### src/rtl/mdu_issue_ctrl.sv
// mdu_issue_ctrl: issue and sequencing controller for the E-stage multiply/divide unit.
// It pulses start when a mult/div issues and then times the fixed latency.
// It commits HI/LO at the end of that latency and produces the D-stage stall
// for HI/LO consumers. A flush request (req) masks issue and the mthi/mtlo
// writes of the E-stage op. It never cancels an operation that is already
// running.
//
// Handshake: this block has no ready/valid back-pressure. valid_e qualifies
// op_e in the same cycle. start is a one-cycle pulse on which the datapath
// must latch its operands. hilo_we is a one-cycle pulse on which HI/LO must
// take the datapath result. stall_d is the only flow control: while it is
// high, the pipeline holds D and presents a bubble to E.
module mdu_issue_ctrl #(
    parameter int MULT_LAT = 5,
    parameter int DIV_LAT  = 10,
    parameter int CNT_W    = 4
) (
    input  logic             clk,
    input  logic             reset,
    input  logic             valid_e,
    input  logic [3:0]       op_e,
    input  logic             req,
    input  logic             md_use_d,
    output logic             start,
    output logic [1:0]       op_sel,
    output logic             busy,
    output logic [CNT_W-1:0] cnt,
    output logic             hilo_we,
    output logic             hi_we,
    output logic             lo_we,
    output logic             stall_d
);

    typedef enum logic {
        IDLE = 1'b0,
        RUN  = 1'b1
    } state_t;

    // The count loaded at issue is the number of RUN cycles that follow the issue cycle.
    localparam logic [CNT_W-1:0] MULT_INIT = CNT_W'(MULT_LAT - 1);
    localparam logic [CNT_W-1:0] DIV_INIT  = CNT_W'(DIV_LAT - 1);
    localparam logic [CNT_W-1:0] CNT_ONE   = CNT_W'(1);

    state_t           state_q, state_d;
    logic [CNT_W-1:0] cnt_q, cnt_d;
    logic [1:0]       op_sel_q, op_sel_d;

    logic e_ok;
    logic is_mul;
    logic is_div;
    logic issue;
    logic running;

    // Decode the E-stage op. A flushed or bubble instruction never issues and never writes.
    always_comb begin
        e_ok    = valid_e & ~req;
        is_mul  = (op_e == 4'd1) || (op_e == 4'd2);
        is_div  = (op_e == 4'd3) || (op_e == 4'd4);
        running = (state_q == RUN);
        issue   = e_ok & (is_mul | is_div) & ~running;
    end

    // Next-state logic. A mult/div seen while RUN is a stall-protocol violation; it is ignored.
    always_comb begin
        state_d  = state_q;
        cnt_d    = cnt_q;
        op_sel_d = op_sel_q;
        case (state_q)
            IDLE: begin
                if (issue) begin
                    state_d  = RUN;
                    cnt_d    = is_mul ? MULT_INIT : DIV_INIT;
                    op_sel_d = 2'(op_e - 4'd1);
                end
            end
            RUN: begin
                if (cnt_q == CNT_ONE) begin
                    state_d = IDLE;
                    cnt_d   = '0;
                end else begin
                    cnt_d = cnt_q - CNT_ONE;
                end
            end
            default: begin
                state_d = IDLE;
                cnt_d   = '0;
            end
        endcase
    end

    // State register. Reset has priority over an issue in the same cycle.
    always_ff @(posedge clk) begin
        if (reset) begin
            state_q  <= IDLE;
            cnt_q    <= '0;
            op_sel_q <= 2'd0;
        end else begin
            state_q  <= state_d;
            cnt_q    <= cnt_d;
            op_sel_q <= op_sel_d;
        end
    end

    // Output decode. busy covers the issue cycle, so a dependent op in D stalls from cycle T onward.
    always_comb begin
        start   = issue;
        busy    = issue | running;
        hilo_we = running & (cnt_q == CNT_ONE);
        hi_we   = e_ok & (op_e == 4'd7);
        lo_we   = e_ok & (op_e == 4'd8);
        stall_d = md_use_d & busy;
        cnt     = cnt_q;
        op_sel  = op_sel_q;
    end

endmodule

### config.mk
export PLATFORM = sky130hd
export DESIGN_NAME = mdu_issue_ctrl
export DESIGN_NICKNAME = d
export VERILOG_FILES = /design/src/rtl/mdu_issue_ctrl.sv
export SDC_FILE = /design/constraint.sdc
export NUM_CORES = 1
export LEC_CHECK = 0
export CAP_MARGIN = 40
export CORE_MARGIN = 2
export CORE_UTILIZATION = 38
export DETAILED_ROUTE_END_ITERATION = 8
export PLACE_DENSITY = 0.75
export SKIP_LAST_GASP = 1
export SYNTH_ARGS = -nofsm -noshare
export SYNTH_HDL_FRONTEND = slang
export SYNTH_SLANG_ARGS = --single-unit
### constraint.sdc
create_clock -name clk -period 3.35 [get_ports clk]
set_input_delay 0.5025 -clock clk [delete_from_list [all_inputs] [get_ports clk]]
set_output_delay 0.5025 -clock clk [all_outputs]
set_load 0.03 [all_outputs]
==> impl_results.md, run 1 <==
* Die Y at 41.15 microns
* Filler cells at 126
* Nets at 96
* Clock slew at the register clock pins of the worst setup and hold paths at ~50 ps
* Final instance area at 747.0 sq um
* Synth area leaders: dfxtp_1 (27%), ha_1 (14%), nor4_4 (8.1%)
* Gpl congestion at 0.6820
* # IOs at 21
* Kind of critical path: in2out
* Total nets after synthesis at 72
* Clock period minus worst slack at 3156 ps
* Clk sinks at 7
* Vias in the first global route at about 420
* Die area at 1693 sq um
* LEAKAGE at 0.2978 nW
* Slew Viols, Final at 0
* Setup TNS at 0 ps
* Commonest non-fill, non-tap cell in the layout: clkdlybuf4s50_1
* Largest net degree at the start of global routing at 10
* CP Max Fanout at 4
* Rel. slew slack at 0.7577
* HPWL Detailed at slightly above 900 microns
* TritonCTS clock tree: done
* Post-Synthesis Cells at 57
* Setup crit end kind: output pin
* Critical Path Max Stage Delay at 600 ps
* Worst VDD drop at 0.2607 mV
* Pwr dens at 330.4 nW/um^2
* Core Footprint at 1301 sq um
* Max Cap Viol at 0
* CP cell instances: clkdlybuf4s50_1 -> inv_1 -> ha_1 -> nor4_4 -> nor3_2 -> nor2_1 -> inv_1 -> clkdlybuf4s50_1
* Pre-antenna DRT Iters at 3
* Clk buf depth at 2
* Vias per cell at between 5 and 6
* Yosys cell types at 24
* # diodes at 0
* Ys Warns at 0
* Post-CTS Setup Bufs at 0
* RSZ-0062 raised after global routing: false
* Status: complete, no violations
* GRT overflow at 0
* WP data arrival at 2650 ps
* Most frequent cells in the layout: clkdlybuf4s50_1 (19), nor2_1 (9), dfxtp_1 (7)
* Antenna violations before repair at 0
* Post-Route WL at 1132 microns
* Clk_lat worst skew at approximately 260 ps
* Sequential fraction of the synthesis area at 0.2673
* Vias at ~490
* Seq cells post-synth at 7
* Avg WL per Cell at 11.92 microns
* Fin crit share at 0.9422
* Layout cells sized above 1 at 0.1125
* Synthesized area at ~520 sq um
* Initial DRC count at 7
* Slowest library cell on the worst path: clkdlybuf4s50_1
* Syn-to-layout area delta at 42.48%
* Port-buffer cells at 20
* Num rows at 13
* Avg Inst Size Synth at 9.197 sq um
* Root Driver: clkbuf_4
* Initial Util at 0.4029
* Final setup violation count at 0
* Worst EP required at 2850 ps
* Final hold violations at 0
* HP Class: reg2reg
* GRT Resource Usage Total at 0.1724
* Placed inst area at slightly above 700 sq um
* Area fraction of the dominant cell type after synthesis at 0.2673
* Hold slack at 505.9 ps
* Die X at just over 40 microns
* DRT antenna net count at 0
* First-pass GRT wire length at 1745 microns
* H-tree depth at 1
* Setup Skew at 6.841 ps
* TritonCTS buffer count at 3
* DRC at 0
* Worst-margin pin slew at 362.7 ps
* Achievable frequency at 0.3168 GHz
* Crit start category: input pin
* Area leader, netlist: dfxtp_1
[synthesized netlist by cell type (all sizes together)]
master  n
clkbuf  1
nand2b  1
and2    2
or3b    1
or3     2
o22ai   1
a211oi  4
and2b   1
ha      6
nand4b  1
nand2   1
nor2    9
o32ai   2
o31ai   1
nor3    3
buf     1
dfxtp   7
nor4    3
nor3b   1
a21oi   3
inv     6
[metrics by stage]
step / total power, mW / utilization / instances / setup slack [ps]
final: 0.2468 / 0.5740 / 95 / 193.7
after detailed placement: 0.1695 / 0.5519 / 91 / 42.65
after global routing: 0.2602 / 0.5740 / 95 / 60.43
after global placement: 0.1681 / 0.5519 / 91 / 66.36
after CTS: 0.2511 / 0.5721 / 95 / 24.86
after floorplan: 0.1423 / - / 57 / 1026
[power breakdown]
part           total, mW  switching [mW]  internal, mW
clock             0.0796          0.0340        0.0456
combinational     0.0734          0.0387        0.0347
sequential        0.0938         0.00567        0.0882
total              0.247          0.0783         0.168
[registers in the layout, summed over array words and instances (netlist names)]
signal and flops:
op_sel 2, running 1, cnt 4
[layout make-up]
type,count,area [sq um],share of cell area
sequential,7,140.1,0.1876
inverter,6,22.52,0.03015
clock buffer,4,26.28,0.03518
timing repair buffer,21,210.2,0.2814
multi-input combinational,42,329.1,0.4405
tap,15,18.77,0.02513
[logic make-up (layout without fill, tap and decap cells)]
family | count (synthesis) | in the layout | share of synthesized area
flip-flops | 7 | 7 | 0.2673
buffers and inverters | 8 | 31 | 0.1050
adder cells (fa/ha/maj) | 6 | 6 | 0.1432
AND/OR/NAND/NOR | 25 | 25 | 0.3294
AO/OA/AOI/OAI | 11 | 11 | 0.1551
[timing repair]
item                       CTS  global route
setup endpoints to repair    0             1
gates resized for setup      0             1
hold buffers                 0             0
[worst max-delay path, delay by kind of cell]
| family | cells | cell delay (ps) |
|---|---|---|
| adders and majority gates | 1 | 220 |
| buffers and inverters | 4 | 1300 |
| and+or+nand+nor | 3 | 630 |
[metal layers]
layer	share of wire	global-route usage
met3	0.064	0.09783
met4	0.030	0.1210
met5	0	0
met2	0.46	0.2578
met1	0.44	0.1801
[final timing paths]
| check | startpoint | depth (start not counted) | slack (ps) | to |
|---|---|---|---|---|
| hold reg to reg | cnt[1] | 2 | 510 | cnt[1] |
| hold / removal | cnt[1] | 2 | 510 | cnt[1] |
| setup / recovery | op_e[1] | 8 | 190 | busy |
| setup reg to reg | cnt[0] | 5 | 1920 | cnt[2] |
Power figures use the tool's default switching activity.
==> run 2: changes to the inputs <==
- CORE_AREA: not set -> 2 2 39 41
- CORE_MARGIN: 2 -> not set
- CORE_UTILIZATION: 38 -> not set
- DIE_AREA: not set -> 0 0 41 43
- GPL_ROUTABILITY_DRIVEN: not set -> 0
- PLACE_DENSITY: 0.75 -> 0.77
==> run 2 against run 1 <==
Clock power barely moved. Setup slack improved by 18 ps. Non-clock buffer count rose by 1. Critical path type unchanged. Largest power group unchanged.
==> impl_results.md, run 2 (same netlist as run 1, synthesis figures left out) <==
* GRT Resource Usage Total at 0.1459
* Layout cells sized above 1 at 0.1235
* Worst-margin pin slew at 353.7 ps
* GRT overflow at 0
* Worst hold path depth at 2
* DRC at 0
* TritonCTS clock tree: done
* Clk buf depth at 2
* Achievable frequency at 0.3186 GHz
* WP data arrival at 2640 ps
* Slew Viols, Final at 0
* Vias per cell at 5.103
* Pwr dens at 327.9 nW/um^2
* Max Cap Viol at 0
* Rel. slew slack at 0.7637
* Clk sinks at 7
* Nets at 97
* RSZ-0062 raised after global routing: false
* Num rows at 14
* Most frequent cells in the layout: clkdlybuf4s50_1 (19), nor2_1 (9), dfxtp_1 (7)
* Port-buffer cells at 20
* Status: complete, no violations
* LEAKAGE at 0.3030 nW
* Commonest non-fill, non-tap cell in the layout: clkdlybuf4s50_1
* Avg WL per Cell at 11.39 microns
* HP Class: reg2reg
* Clock period minus worst slack at roughly 3100 ps
* # diodes at 0
* First-pass GRT wire length at 1759 microns
* Fin cells at 97
* Worst VDD drop at just over 0.2 mV
* Antenna violations before repair at 0
* Syn-to-layout area delta at 44.15%
* Crit start category: input pin
* Fin crit share at 0.9369
* Initial DRC count at 8
* GR Util met3 at 0.04712
* Pre-antenna DRT Iters at 4
* Vias in the first global route at 428
* Core Footprint at 1384 sq um
* # IOs at 21
* Met2 GRT Util at 0.2094
* Worst EP required at 2850 ps
* Setup Skew at 1.132 ps
* Kind of critical path: in2out
* TritonCTS buffer count at 3
* Clk_lat worst skew at 250 ps
* Root Driver: clkbuf_4
* Vias at 495
* Final setup violation count at 0
* CP Max Fanout at 4
* Initial Util at 0.3788
* # hold bufs at CTS at 0
* Most used routing layer: met2
* M1 GR Usage at 0.1942
* HPWL Detailed at 875.8 microns
* Placed cell count at 93
* Setup crit end kind: output pin
* Die Y at 43 microns
* Post-Route WL at 1105 microns
* Clock slew at the register clock pins of the worst setup and hold paths at 50 ps
* Die X at 41 microns
* Cells on worst reg2reg path at 5
* H-tree depth at 1
* Largest net degree at the start of global routing at 10
* Setup TNS at 0 ps
* Max reg flops at 4
* Filler cells at 138
* Final hold violations at 0
* Die area at about 1800 sq um
* DRT antenna net count at 0
-- run 2: cell count changes in the layout (fill, tap and decap cells not counted), sizes merged --
| cell | before | now |
|---|---|---|
| buf | 1 | 2 |
-- run 2: routing by layer --
metal,wire [microns],part of all wire
met5,0,0
met4,0,0
met3,58,0.052
met2,536,0.49
met1,510,0.46
-- run 2: worst paths after layout --
check,from,end,slack [ps]
worst max-delay path,op_e[0],busy,210
worst max register to register,cnt[0],cnt[2],1970
worst min-delay path,op_sel[0],op_sel[0],510
worst min register to register,op_sel[0],op_sel[0],510
-- run 2: report_power, final --
part           internal (mW)  switching (mW)
Sequential            0.0881         0.00568
Clock                 0.0456          0.0337
Combinational         0.0357          0.0390
Total                  0.169          0.0784
-- run 2: through the flow --
| stage | utilization | hold slack [ps] | cell area [sq um] | total power, mW | setup WS [ps] |
|---|---|---|---|---|---|
| 6_report | 0.5461 | 506.5 | 755.7 | 0.2478 | 211.3 |
| 3_3_place_gp | 0.5253 | 490.4 | 726.9 | 0.1689 | 125.3 |
| 5_1_grt | 0.5461 | 544.3 | 755.7 | 0.2610 | 85.81 |
| 2_1_floorplan | - | 594.5 | 524.3 | 0.1423 | 1026 |
| 4_1_cts | 0.5443 | 514.6 | 753.2 | 0.2505 | 87.04 |
| 3_5_place_dp | 0.5253 | 498.8 | 726.9 | 0.1706 | 92.74 |
-- run 2: final cells by class --
class                      count  area (sq um)  area share
inverter                       6         22.52     0.02980
sequential                     7         140.1      0.1854
multi-input combinational     42         329.1      0.4354
timing repair buffer          22         217.7      0.2881
clock buffer                   4         26.28     0.03477
tap                           16         20.02     0.02649
-- run 2: repair_timing --
action                     CTS  global route
setup buffers                0             0
resized for setup            0             1
setup endpoints to repair    0             1
-- run 2: worst max-delay path: stages --
cell and delay (ps):
clkdlybuf4s50_1 470, inv_1 110, ha_1 170, and2b_1 220, nor3_2 270, nor2_1 90
inv_1 120, clkdlybuf4s50_1 680
==> run 3: changes to the inputs <==
- TNS_END_PERCENT: not set -> 20
==> results of run 3 <==
Same layout as run 2: the final DEF is identical, and so are final timing and power.
